File: src/rtl/cv32e40p_ff_one_tmr_pipe.sv
// Fault-tolerant find-first/last-one unit: NREP replicated scans, majority vote,
// registered valid/ready output stage and per-replica mismatch retirement.
module cv32e40p_ff_one_tmr_pipe #(
  parameter int unsigned LEN        = 32,
  parameter int unsigned NREP       = 3,
  parameter int unsigned FIND_LAST  = 0,
  parameter int unsigned ERR_CNT_W  = 4,
  parameter int unsigned ERR_THRESH = 8
) (
  input  logic                    clk,
  input  logic                    rst,
  input  logic                    valid_i,
  output logic                    ready_o,
  input  logic [LEN-1:0]          in_i,
  input  logic [NREP-1:0]         fault_inj_i,
  input  logic                    clear_faults_i,
  output logic                    valid_o,
  input  logic                    ready_i,
  output logic [$clog2(LEN)-1:0]  first_one_o,
  output logic                    no_ones_o,
  output logic                    mismatch_o,
  output logic                    uncorrectable_o,
  output logic [NREP-1:0]         replica_faulty_o
);

  localparam int unsigned IW = $clog2(LEN);
  localparam int unsigned CW = $clog2(NREP + 1) + 1;
  localparam logic [ERR_CNT_W-1:0] THRESH = ERR_CNT_W'(ERR_THRESH);

  // Replica result tuple packed as {idx, zero}; bit 1 is idx[0].
  typedef logic [IW:0] tuple_t;

  function automatic tuple_t scan(input logic [LEN-1:0] v);
    logic [IW-1:0] idx;
    logic          found;
    idx   = '0;
    found = 1'b0;
    for (int unsigned i = 0; i < LEN; i++) begin
      if (v[i] && ((FIND_LAST != 0) || !found)) begin
        idx   = IW'(i);
        found = 1'b1;
      end
    end
    return {idx, !found};
  endfunction

  tuple_t                 tup [NREP];
  tuple_t                 voted;
  logic                   unc;
  logic                   mism;
  logic                   accept;
  logic                   first_found;
  logic                   maj_found;
  logic [CW-1:0]          n_act;
  logic [CW-1:0]          n_match;

  logic                   valid_q, valid_d;
  logic [IW-1:0]          first_q, first_d;
  logic                   no_ones_q, no_ones_d;
  logic                   mism_q, mism_d;
  logic                   unc_q, unc_d;
  logic [NREP-1:0]        faulty_q, faulty_d;
  logic [ERR_CNT_W-1:0]   err_cnt_q [NREP];
  logic [ERR_CNT_W-1:0]   err_cnt_d [NREP];

  for (genvar g = 0; g < NREP; g++) begin : g_rep
    assign tup[g] = scan(in_i) ^ tuple_t'({fault_inj_i[g], 1'b0});
  end

  assign ready_o = !valid_q || ready_i;
  assign accept  = valid_i && ready_o;

  // Majority over active replicas; fallback is the lowest-index active replica,
  // or replica 0 when every replica has been retired.
  always_comb begin
    n_act = '0;
    for (int unsigned k = 0; k < NREP; k++) begin
      if (!faulty_q[k]) n_act = n_act + CW'(1);
    end
    voted       = tup[0];
    unc         = 1'b1;
    first_found = 1'b0;
    maj_found   = 1'b0;
    n_match     = '0;
    for (int unsigned k = 0; k < NREP; k++) begin
      if (!faulty_q[k] && !first_found) begin
        voted       = tup[k];
        first_found = 1'b1;
      end
    end
    for (int unsigned k = 0; k < NREP; k++) begin
      n_match = '0;
      for (int unsigned j = 0; j < NREP; j++) begin
        if (!faulty_q[j] && (tup[j] == tup[k])) n_match = n_match + CW'(1);
      end
      if (!faulty_q[k] && !maj_found && ({n_match, 1'b0} > {1'b0, n_act})) begin
        voted     = tup[k];
        unc       = 1'b0;
        maj_found = 1'b1;
      end
    end
    mism = 1'b0;
    for (int unsigned k = 0; k < NREP; k++) begin
      if (!faulty_q[k] && (tup[k] != voted)) mism = 1'b1;
    end
  end

  always_comb begin
    valid_d   = valid_q;
    first_d   = first_q;
    no_ones_d = no_ones_q;
    mism_d    = mism_q;
    unc_d     = unc_q;
    faulty_d  = faulty_q;
    err_cnt_d = err_cnt_q;
    if (accept) begin
      valid_d   = 1'b1;
      first_d   = voted[IW:1];
      no_ones_d = voted[0];
      mism_d    = mism;
      unc_d     = unc;
      if (!unc) begin
        for (int unsigned k = 0; k < NREP; k++) begin
          if (!faulty_q[k] && (tup[k] != voted)) begin
            if (err_cnt_q[k] != '1) err_cnt_d[k] = err_cnt_q[k] + 1'b1;
            if (err_cnt_d[k] >= THRESH) faulty_d[k] = 1'b1;
          end
        end
      end
    end else if (ready_i) begin
      valid_d = 1'b0;
    end
    // Clear wins over a same-cycle increment; the vote above used the old set.
    if (clear_faults_i) begin
      faulty_d = '0;
      for (int unsigned k = 0; k < NREP; k++) err_cnt_d[k] = '0;
    end
  end

  always_ff @(posedge clk) begin
    if (rst) begin
      valid_q   <= 1'b0;
      first_q   <= '0;
      no_ones_q <= 1'b0;
      mism_q    <= 1'b0;
      unc_q     <= 1'b0;
      faulty_q  <= '0;
      for (int unsigned k = 0; k < NREP; k++) err_cnt_q[k] <= '0;
    end else begin
      valid_q   <= valid_d;
      first_q   <= first_d;
      no_ones_q <= no_ones_d;
      mism_q    <= mism_d;
      unc_q     <= unc_d;
      faulty_q  <= faulty_d;
      err_cnt_q <= err_cnt_d;
    end
  end

  assign valid_o          = valid_q;
  assign first_one_o      = first_q;
  assign no_ones_o        = no_ones_q;
  assign mismatch_o       = mism_q;
  assign uncorrectable_o  = unc_q;
  assign replica_faulty_o = faulty_q;

endmodule

File: config.mk
export PLATFORM = sky130hd
export DESIGN_NAME = cv32e40p_ff_one_tmr_pipe
export DESIGN_NICKNAME = d
export VERILOG_FILES = /design/src/rtl/cv32e40p_ff_one_tmr_pipe.sv
export SDC_FILE = /design/constraint.sdc
export NUM_CORES = 1
export LEC_CHECK = 0
export ABC_CLOCK_PERIOD_IN_PS = 4270
export CORE_MARGIN = 10
export CORE_UTILIZATION = 45
export CTS_BUF_LIST = sky130_fd_sc_hd__clkbuf_4 sky130_fd_sc_hd__clkbuf_8 sky130_fd_sc_hd__clkbuf_16
export CTS_CLUSTER_SIZE = 20
export DETAILED_ROUTE_END_ITERATION = 6
export GPL_TIMING_DRIVEN = 0
export MAX_ROUTING_LAYER = met4
export PLACE_DENSITY = 0.75
export SLEW_MARGIN = 25
export SYNTH_ARGS = -nofsm -noshare
export SYNTH_HDL_FRONTEND = slang
export SYNTH_SLANG_ARGS = --single-unit
File: constraint.sdc
create_clock -name clk -period 4.27 [get_ports clk]
set_input_delay 0.854 -clock clk [delete_from_list [all_inputs] [get_ports clk]]
set_output_delay 0.854 -clock clk [all_outputs]
set_load 0.005 [all_outputs]
==> results.json, run 1 <==
{
  "clockPowerShare_pct": 28.6,
  "switching_share_pct": 30.7,
  "start_util_pct": 47.0,
  "grt_max_degree": 15,
  "yosysWarnings": 0,
  "fp.dieW_um": 93.2,
  "async_reset_ff_share_pct": 0,
  "final_layout_size_suffix_gt1_share_pct": 15.2,
  "p_leak_uw": 0.00126,
  "p_total_uw": 698,
  "drt-total-wl_mm": 6.68,
  "num_vias": 2586,
  "clk_path_buf_depth": 2,
  "syn-cell-area_um2": 2410,
  "grt_pass1_wl_mm": 10.9,
  "gp_congestion": 0.844,
  "fmax_ghz": 0.242,
  "yosys_register_bits": 24,
  "hold_slack_ps": 474,
  "startpoint_type": "primary input",
  "critPathCaptureType": "register",
  "synthCells": 319,
  "drt_iter0_drc": 175,
  "antenna_found_initial": 0,
  "hold_class": "register to register",
  "drc": 0,
  "layout_commonest_cell": "clkdlybuf4s50_1",
  "postSynthAreaPerCell_um2": 7.57,
  "firstDrtPassIters": 4,
  "final-seq-area_um2": 483,
  "most-common-layout-cells": "clkdlybuf4s50_1 (49), nor2_1 (30), nand2_1 (24)",
  "routedWlPerCell_um": 15.0,
  "hold_buffers": 0,
  "htreeDepth": 1,
  "synth_top_flop_cell": "dfxtp_1",
  "clock-sinks": 24,
  "path_clk_slew_ps": 90,
  "worst-setup-path-type": "primary input to register",
  "grt_overflow": 0,
  "diodes": 0,
  "syn-num-nets": 378,
  "syn_to_final_growth_pct": 34.7,
  "pre_cts_ws_ps": -950,
  "maxCapViolCount": 0,
  "yosys-top-cells-area": "dfxtp_1 (20%), ha_1 (9.8%), a21oi_1 (5.6%)",
  "multi_input_area_um2": 1930,
  "drv_slew": 0,
  "core-area_um2": 5140,
  "outcome": "finished clean",
  "hpwlAfterDp_mm": 5.10,
  "port-buffer-count": 50,
  "yosys.area.top_type": "dfxtp_1",
  "p_int_uw": 484,
  "fill_cells": 492,
  "finClkSkew_ps": 6.96,
  "dieArea_um2": 8690,
  "finalHoldViolations": 0,
  "synth_edf_count": 0,
  "grt_use_total_pct": 14.8,
  "die_h_um": 93.2,
  "synth_top_cell_area_share_pct": 19.9,
  "nets": 435,
  "critPathMaxFanout": 10,
  "period_needed_ps": 4130,
  "yosysUniqueCellTypes": 58,
  "rows": 26,
  "vias_per_cell": 5.81,
  "final-setup-viol-count": 0,
  "worst_slew_pin_slew_ps": 895,
  "seqPwrFrac_pct": 34.0,
  "combPwrFrac_pct": 37.4,
  "clk_latency_ps": 270,
  "cts_root_buf": "clkbuf_8",
  "grt_pass1_vias": 2486,
  "max_slew_margin_pct": 39.9,
  "ir_drop_mv": 0.144,
  "worstPathRequired_ps": 4470,
  "cts_made_buffers": 3,
  "ant_nets": 0,
  "p_switching_uw": 215,
  "finalCritPeriodShare_pct": 96.8,
  "cts_tree": "yes",
  "setup_ws_ps": 135,
  "cp.arrival_ps": 4340,
  "ioPinCount": 53,
  "powerDensity_nw_per_um2": 215,
  "yosysSeqAreaShare_pct": 19.9
}
## synth_stat cells (3+ instances only)
master,number
a211oi_1,4
a21oi_1,27
a311oi_1,3
a31o_2,5
and2_1,7
and3_1,3
clkbuf_1,10
dfxtp_1,24
ha_1,19
inv_1,17
mux2i_1,6
nand2_1,24
nand2b_1,8
nand3_1,13
nand4_1,5
nand4b_1,4
nor2_1,32
nor2b_1,6
nor3_1,21
nor4_1,6
nor4_2,4
o21ai_0,9
o31ai_1,3
or3_1,3
xnor2_1,6
xor2_1,6
## logic make-up after synthesis
group / share of synthesized area (%)
and+or+nand+nor: 35.3
AOI/OAI and AO/OA: 21.3
buffers and inverters: 5.65
DFF: 19.9
adders and majority gates: 9.85
xor gates and xnor gates: 5.50
muxes: 2.49
## what timing repair did
action                                 4_1_cts  5_1_grt
pin swaps                                    4        8
resized for setup                           12       24
endpoints found under the hold margin        0        0
setup buffers                                2        1
setup endpoints to repair                   16       15
## routing by layer
metal / wire length (um) / part of all wire, % / vias to the layer above / track usage [%]
met4: 51 / 0.76 / 0 / 2.83
met3: 356 / 5.3 / 4 / 3.76
met1: 3040 / 46 / 1214 / 16.5
li1: - / - / 1300 / -
met2: 3230 / 48 / 68 / 26.1
met5: 0 / 0 / - / -
## layout make-up
cell class	instances	share of cell area (%)
multi-input cells	263	59.4
repair buffers	53	16.2
flip-flops and latches	24	14.9
well taps	70	2.69
inverters	19	2.42
plain buffers	12	2.31
clock buffers	3	1.27
clock inverters	1	0.923
## critical path, cell delays in order
cell and delay (ps):
clkbuf_2 220, xnor2_1 300, nand2_1 110, ha_1 180, o31ai_1 240, ha_1 290
a21oi_1 180, a31o_2 150, a21oi_4 100, nor2_4 120, o21ai_0 110, or4_4 450
buf_6 160, nand2_8 70, xnor2_4 120, or4_4 540, a21oi_2 130
## metrics by stage
stage	std cells	area, um2	TNS (ps)	utilization [%]
floorplan	319	2410	0	-
global placement	439	3000	-11980	58.4
detailed placement	439	3000	-12330	58.4
CTS	444	3140	0	61.2
global route	445	3250	-76.1	63.3
finish	445	3250	0	63.3
## power by group through the flow
stage          Sequential [uW]  Clock, uW  Combinational, uW
3_5_place_dp               242          0                231
2_1_floorplan              242          0                144
4_1_cts                    237        203                240
6_report                   237        200                262
3_3_place_gp               242          0                225
5_1_grt                    239        211                285
## final timing paths
path                                    start                        end  slack (ps)  cells past startpoint
max                            fault_inj_i[0]  err_cnt_q[0]$_SDFFE_PP0P_         140                     17
min                    no_ones_o$_SDFFE_PP0P_     no_ones_o$_SDFFE_PP0P_         470                      2
min reg2reg            no_ones_o$_SDFFE_PP0P_     no_ones_o$_SDFFE_PP0P_         470                      2
max reg2reg  replica_faulty_o[2]$_SDFFE_PP0P_  err_cnt_q[0]$_SDFFE_PP0P_         340                     14
Power figures use the tool's default switching activity.
==> run 2, diff against run 1 <==
--- a/config.mk
+++ b/config.mk
@@ -5,7 +5,7 @@
 export SDC_FILE = /design/constraint.sdc
 export NUM_CORES = 1
 export LEC_CHECK = 0
-export ABC_CLOCK_PERIOD_IN_PS = 4270
+export ABC_CLOCK_PERIOD_IN_PS = 4500
 export CORE_MARGIN = 10
 export CORE_UTILIZATION = 45
 export CTS_BUF_LIST = sky130_fd_sc_hd__clkbuf_4 sky130_fd_sc_hd__clkbuf_8 sky130_fd_sc_hd__clkbuf_16
@@ -13,7 +13,8 @@
 export DETAILED_ROUTE_END_ITERATION = 6
 export GPL_TIMING_DRIVEN = 0
 export MAX_ROUTING_LAYER = met4
-export PLACE_DENSITY = 0.75
+export PLACE_DENSITY_LB_ADDON = 0.25
+export SETUP_SLACK_MARGIN = 0.05
 export SLEW_MARGIN = 25
 export SYNTH_ARGS = -nofsm -noshare
 export SYNTH_HDL_FRONTEND = slang
==> constraint.sdc (replaced) <==
create_clock -name clk -period 4.5 [get_ports clk]
set_input_delay 0.9 -clock clk [delete_from_list [all_inputs] [get_ports clk]]
set_output_delay 0.9 -clock clk [all_outputs]
set_load 0.005 [all_outputs]
==> run 2 against run 1 <==
Against the previous run: flip-flop and latch count stayed put; via count down 1.9%; critical path type unchanged; count of clock-buffer cells in the layout unchanged; combinational power down 6%; cell area fell by 0.92%; power down 5.5%; routed wire length is 4.6% lower; highest routed layer unchanged; register-to-register slack about the same; critical path depth fell by 1; worst setup slack better by 76 ps.
==> results.json, run 2 (synthesis gave the netlist of run 1 again) <==
{
  "outcome": "finished clean",
  "cts_root_buf": "clkbuf_8",
  "grt_overflow": 0,
  "finClkSkew_ps": 4.14,
  "die_h_um": 93.2,
  "nets": 438,
  "worst-setup-path-type": "primary input to register",
  "max_slew_margin_pct": 44.3,
  "firstDrtPassIters": 4,
  "ir_drop_mv": 0.159,
  "powerDensity_nw_per_um2": 205,
  "fmax_ghz": 0.233,
  "finalHoldViolations": 0,
  "gp_congestion": 0.885,
  "final-seq-area_um2": 480,
  "fp.dieW_um": 93.2,
  "hold_buffers": 0,
  "period_needed_ps": 4290,
  "clk_path_buf_depth": 2,
  "dieArea_um2": 8690,
  "clock-sinks": 24,
  "clk_latency_ps": 270,
  "reg2reg_slack_ps": 350,
  "grt_use_total_pct": 14.4,
  "r2r-start": "replica_faulty_o[1]$_SDFFE_PP0P_",
  "final-setup-viol-count": 0,
  "cp.arrival_ps": 4460,
  "maxCapViolCount": 0,
  "core-area_um2": 5140,
  "cts_made_buffers": 3,
  "layout_commonest_cell": "clkdlybuf4s50_1",
  "diodes": 0,
  "critPathMaxFanout": 8,
  "worstPathRequired_ps": 4670,
  "rr_worst_depth": 18,
  "drt-total-wl_mm": 6.37,
  "grt_pass1_vias": 2354,
  "placed_cells": 439,
  "antenna_found_initial": 0,
  "cts_tree": "yes",
  "hold_class": "register to register",
  "hold_slack_ps": 463,
  "rows": 26,
  "path_clk_slew_ps": 80,
  "vias_per_cell": 5.66,
  "critPathCaptureType": "register",
  "syn_to_final_growth_pct": 33.5,
  "grt_max_degree": 15,
  "drt_iter0_drc": 178,
  "grt_pass1_wl_mm": 10.5,
  "final_layout_size_suffix_gt1_share_pct": 13.0,
  "hold_depth": 2,
  "hpwlAfterDp_mm": 5.06,
  "worst_slew_pin_slew_ps": 829,
  "drv_slew": 0,
  "min_from": "no_ones_o$_SDFFE_PP0P_",
  "start_util_pct": 47.0,
  "htreeDepth": 1,
  "drc": 0,
  "p_leak_uw": 0.00126,
  "port-buffer-count": 50,
  "finalNonFillerCells": 448,
  "most-common-layout-cells": "clkdlybuf4s50_1 (50), nor2_1 (30), a21oi_1 (25)",
  "worst_hold_path.endpoint": "no_ones_o$_SDFFE_PP0P_",
  "num_vias": 2536,
  "multi_input_area_um2": 1880,
  "ant_nets": 0,
  "startpoint_type": "primary input",
  "r2r_end": "err_cnt_q[0]$_SDFFE_PP0P_",
  "fill_cells": 492,
  "finalCritPeriodShare_pct": 95.3,
  "ioPinCount": 53,
  "routedWlPerCell_um": 14.2
}
-- run 2: cell types whose count changed in the layout (fill, tap and decap cells not counted), sizes merged --
cell           previous run  this run
clkdlybuf4s50            49        50
buf                       7        10
clkinv                    0         2
dlymetal6s2s              1         0
clkinvlp                  2         0
-- run 2: power breakdown --
group | switching [uW] | leakage [uW] | total, uW | internal [uW]
sequential | 5.07 | 0.000195 | 225 | 220
clock | 71.4 | 0.0000357 | 190 | 119
combinational | 123 | 0.00103 | 245 | 122
-- run 2: timing repair --
| item | CTS | global route |
|---|---|---|
| buffers inserted | 0 | 6 |
| pin swaps | 1 | 6 |
| endpoints found under the setup margin | 15 | 15 |
| gates resized for setup | 8 | 15 |
-- run 2: metal layers --
layer	wire length (um)	track usage (%)
met1	2870	16.9
met2	3080	24.6
met3	388	3.92
met4	34	1.80
met5	0	-
-- run 2: layout make-up --
class | instances | share of cell area [%]
multi-input cells | 263 | 58.4
inverters | 19 | 2.21
flip-flops and latches | 24 | 14.9
plain buffers | 12 | 2.21
clock buffers | 3 | 1.28
clock inverters | 1 | 0.932
repair buffers | 56 | 17.3
well taps | 70 | 2.72
-- run 2: stage by stage --
step           area, um2  worst slack [ps]  util [%]  TNS, ps  power, uW
6_report            3220               211      62.7        0        660
5_1_grt             3220             -8.39      62.7    -8.39        699
4_1_cts             3110              26.6      60.5        0        644
3_5_place_dp        3000              -805      58.4    -9650        449
3_3_place_gp        3000              -763      58.4    -9470        445
2_1_floorplan       2410               314         -        0        366
-- run 2: how the worst max path moves through the flow --
stage	start	endpoint	slack (ps)	depth (start not counted)
detailed placement	fault_inj_i[2]	err_cnt_q[10]$_SDFFE_PP0P_	-810	16
finish	fault_inj_i[2]	err_cnt_q[4]$_SDFFE_PP0P_	210	16
global route	fault_inj_i[2]	err_cnt_q[0]$_SDFFE_PP0P_	-8	18
global placement	fault_inj_i[2]	err_cnt_q[10]$_SDFFE_PP0P_	-760	16
CTS	fault_inj_i[2]	err_cnt_q[10]$_SDFFE_PP0P_	30	17
floorplan	fault_inj_i[1]	err_cnt_q[4]$_SDFFE_PP0P_	310	17
-- run 2: critical path, stage by stage --
cell             delay (ps)
clkdlybuf4s50_1         510
buf_6                   160
xor2_4                  200
nor2_1                   90
ha_1                    320
xnor2_1                 130
ha_1                    290
a31o_2                  240
a21o_1                  230
or3_4                   390
nand3_2                 110
nor2_1                   50
o2111ai_1               220
nand3_2                 230
buf_4                   200
a31o_2                  180
==> run 3, diff against run 2 <==
--- a/config.mk
+++ b/config.mk
@@ -12,7 +12,6 @@
 export CTS_CLUSTER_SIZE = 20
 export DETAILED_ROUTE_END_ITERATION = 6
 export GPL_TIMING_DRIVEN = 0
-export MAX_ROUTING_LAYER = met4
 export PLACE_DENSITY_LB_ADDON = 0.25
 export SETUP_SLACK_MARGIN = 0.05
 export SLEW_MARGIN = 25
==> run 3 against run 2 <==
Against the previous run: die area unchanged; critical endpoint is now err_cnt_q[0]$_SDFFE_PP0P_; critical path type unchanged; register-to-register slack worse by 40 ps; clock power barely moved; power shrank 0.41%; cell count grew 0.22%.
==> results.json, run 3 (synthesis gave the netlist of run 1 again) <==
{
  "combPwrFrac_pct": 37.0,
  "hold_slack_ps": 462,
  "finalHoldViolations": 0,
  "cts_root_buf": "clkbuf_8",
  "top_layer_used": "met3",
  "hold_buffers": 0,
  "gp_congestion": 0.871,
  "fill_cells": 496,
  "finalNonFillerCells": 449,
  "clock-sinks": 24,
  "layout_commonest_cell": "clkdlybuf4s50_1",
  "path_clk_slew_ps": 90,
  "most-common-layout-cells": "clkdlybuf4s50_1 (50), nor2_1 (30), nand2_1 (24), a21oi_1 (24), dfxtp_1 (24)",
  "finalCritPeriodShare_pct": 95.9,
  "vias_per_cell": 5.58,
  "clockPowerShare_pct": 28.8,
  "fmax_ghz": 0.232,
  "drt_iter0_drc": 224,
  "htreeDepth": 1,
  "powerDensity_nw_per_um2": 204,
  "final-setup-viol-count": 0,
  "placed_cells": 439,
  "p_int_uw": 459,
  "rows": 26,
  "wl_met3_um": 474,
  "min_from": "no_ones_o$_SDFFE_PP0P_",
  "seqPwrFrac_pct": 34.2,
  "drv_slew": 0,
  "critPathMaxFanout": 10,
  "tns_ps": 0,
  "worst-setup-path-type": "primary input to register",
  "num_vias": 2505,
  "dieArea_um2": 8690,
  "grt_overflow": 0,
  "syn_to_final_growth_pct": 33.4,
  "port-buffer-count": 50,
  "diodes": 0,
  "ioPinCount": 53,
  "clk_latency_ps": 270,
  "period_needed_ps": 4320,
  "hpwlAfterDp_mm": 5.06,
  "clk_path_buf_depth": 2,
  "drt-total-wl_mm": 6.35,
  "wl_met1_mm": 2.79,
  "core-area_um2": 5140,
  "max_slew_margin_pct": 44.1,
  "rr_worst_depth": 18,
  "maxCapViolCount": 0,
  "cts_made_buffers": 3,
  "cts_tree": "yes",
  "ir_drop_mv": 0.160,
  "critPathCaptureType": "register",
  "startpoint_type": "primary input",
  "grt_pass1_wl_mm": 10.5,
  "outcome": "finished clean",
  "worst_hold_path.endpoint": "no_ones_o$_SDFFE_PP0P_",
  "nets": 439,
  "firstDrtPassIters": 4,
  "final_layout_size_suffix_gt1_share_pct": 13.5,
  "finClkSkew_ps": 2.42,
  "hold_depth": 2,
  "r2r-start": "replica_faulty_o[1]$_SDFFE_PP0P_",
  "antenna_found_initial": 0,
  "r2r_end": "err_cnt_q[0]$_SDFFE_PP0P_",
  "start_util_pct": 47.0,
  "ant_nets": 0,
  "worstPathRequired_ps": 4700,
  "switching_share_pct": 30.1,
  "grt_use_total_pct": 14.1,
  "p_leak_uw": 0.00126,
  "reg2reg_slack_ps": 310,
  "p_total_uw": 657,
  "cp.arrival_ps": 4520,
  "grt_max_degree": 15,
  "p_switching_uw": 198,
  "routedWlPerCell_um": 14.1,
  "fp.dieW_um": 93.2,
  "die_h_um": 93.2,
  "rsz0062_at_grt": "true",
  "wl_met2_mm": 3.08,
  "hold_class": "register to register",
  "worst_slew_pin_slew_ps": 832,
  "grt_pass1_vias": 2346,
  "drc": 0
}
[run 3: cell count changes in the layout (fill, tap and decap cells not counted), sizes merged]
cell  before  now
buf       10   11
[run 3: routing by layer]
layer  vias to the layer above  GRT usage (%)
met5                         -              0
met4                         0           1.80
met3                         0           4.88
met2                        57           24.5
met1                      1139           16.5
li1                       1309              -
[run 3: area by class of cell]
class                           instances  area [um2]  area share (%)
Buffer                                 12        71.3            2.21
Clock buffer                            3        41.3            1.28
Clock inverter                          1        30.0           0.932
Inverter                               19        71.3            2.21
Multi-Input combinational cell        263        1890            58.5
Sequential cell                        24         480            14.9
Tap cell                               70        87.6            2.72
Timing Repair Buffer                   57         553            17.2
[run 3: worst max path at each step]
stage | startpoint | slack (ps) | cells past startpoint | endpoint
2_1_floorplan | fault_inj_i[1] | 310 | 17 | err_cnt_q[4]$_SDFFE_PP0P_
3_3_place_gp | fault_inj_i[2] | -760 | 16 | err_cnt_q[10]$_SDFFE_PP0P_
3_5_place_dp | fault_inj_i[2] | -810 | 16 | err_cnt_q[10]$_SDFFE_PP0P_
4_1_cts | fault_inj_i[2] | 30 | 17 | err_cnt_q[10]$_SDFFE_PP0P_
5_1_grt | fault_inj_i[2] | -40 | 18 | err_cnt_q[0]$_SDFFE_PP0P_
6_report | fault_inj_i[2] | 180 | 18 | err_cnt_q[0]$_SDFFE_PP0P_
[run 3: stage by stage]
stage	utilization (%)	instance area (um2)	setup slack, ps
2_1_floorplan	-	2410	314
3_3_place_gp	58.4	3000	-763
3_5_place_dp	58.4	3000	-805
4_1_cts	60.5	3110	26.6
5_1_grt	62.7	3220	-42.6
6_report	62.7	3220	184
[run 3: power groups by stage]
stage	Clock [uW]	Combinational [uW]	Sequential, uW
6_report	189	243	225
5_1_grt	202	268	226
4_1_cts	195	224	225
3_5_place_dp	0	219	230
3_3_place_gp	0	215	230
2_1_floorplan	0	137	230
[run 3: critical path, cell delays in order]
cell and delay [ps]:
clkdlybuf4s50_1 510, buf_6 160, xor2_1 240, nor2_2 90, nor2_1 130, a21oi_1 60, ha_1 300, a21oi_1 160
a31o_2 150, a21oi_4 80, nor2_2 160, o21ai_0 130, or4_4 450, buf_6 160, nand2_8 70, xnor2_4 120
or4_1 520, a21oi_1 140
[run 3: timing repair]
| action | 4_1_cts | 5_1_grt |
|---|---|---|
| buffers inserted | 0 | 7 |
| cloned | 0 | 0 |
| pin swaps | 1 | 6 |
| endpoints found under the setup margin | 15 | 15 |
| resized for setup | 8 | 16 |
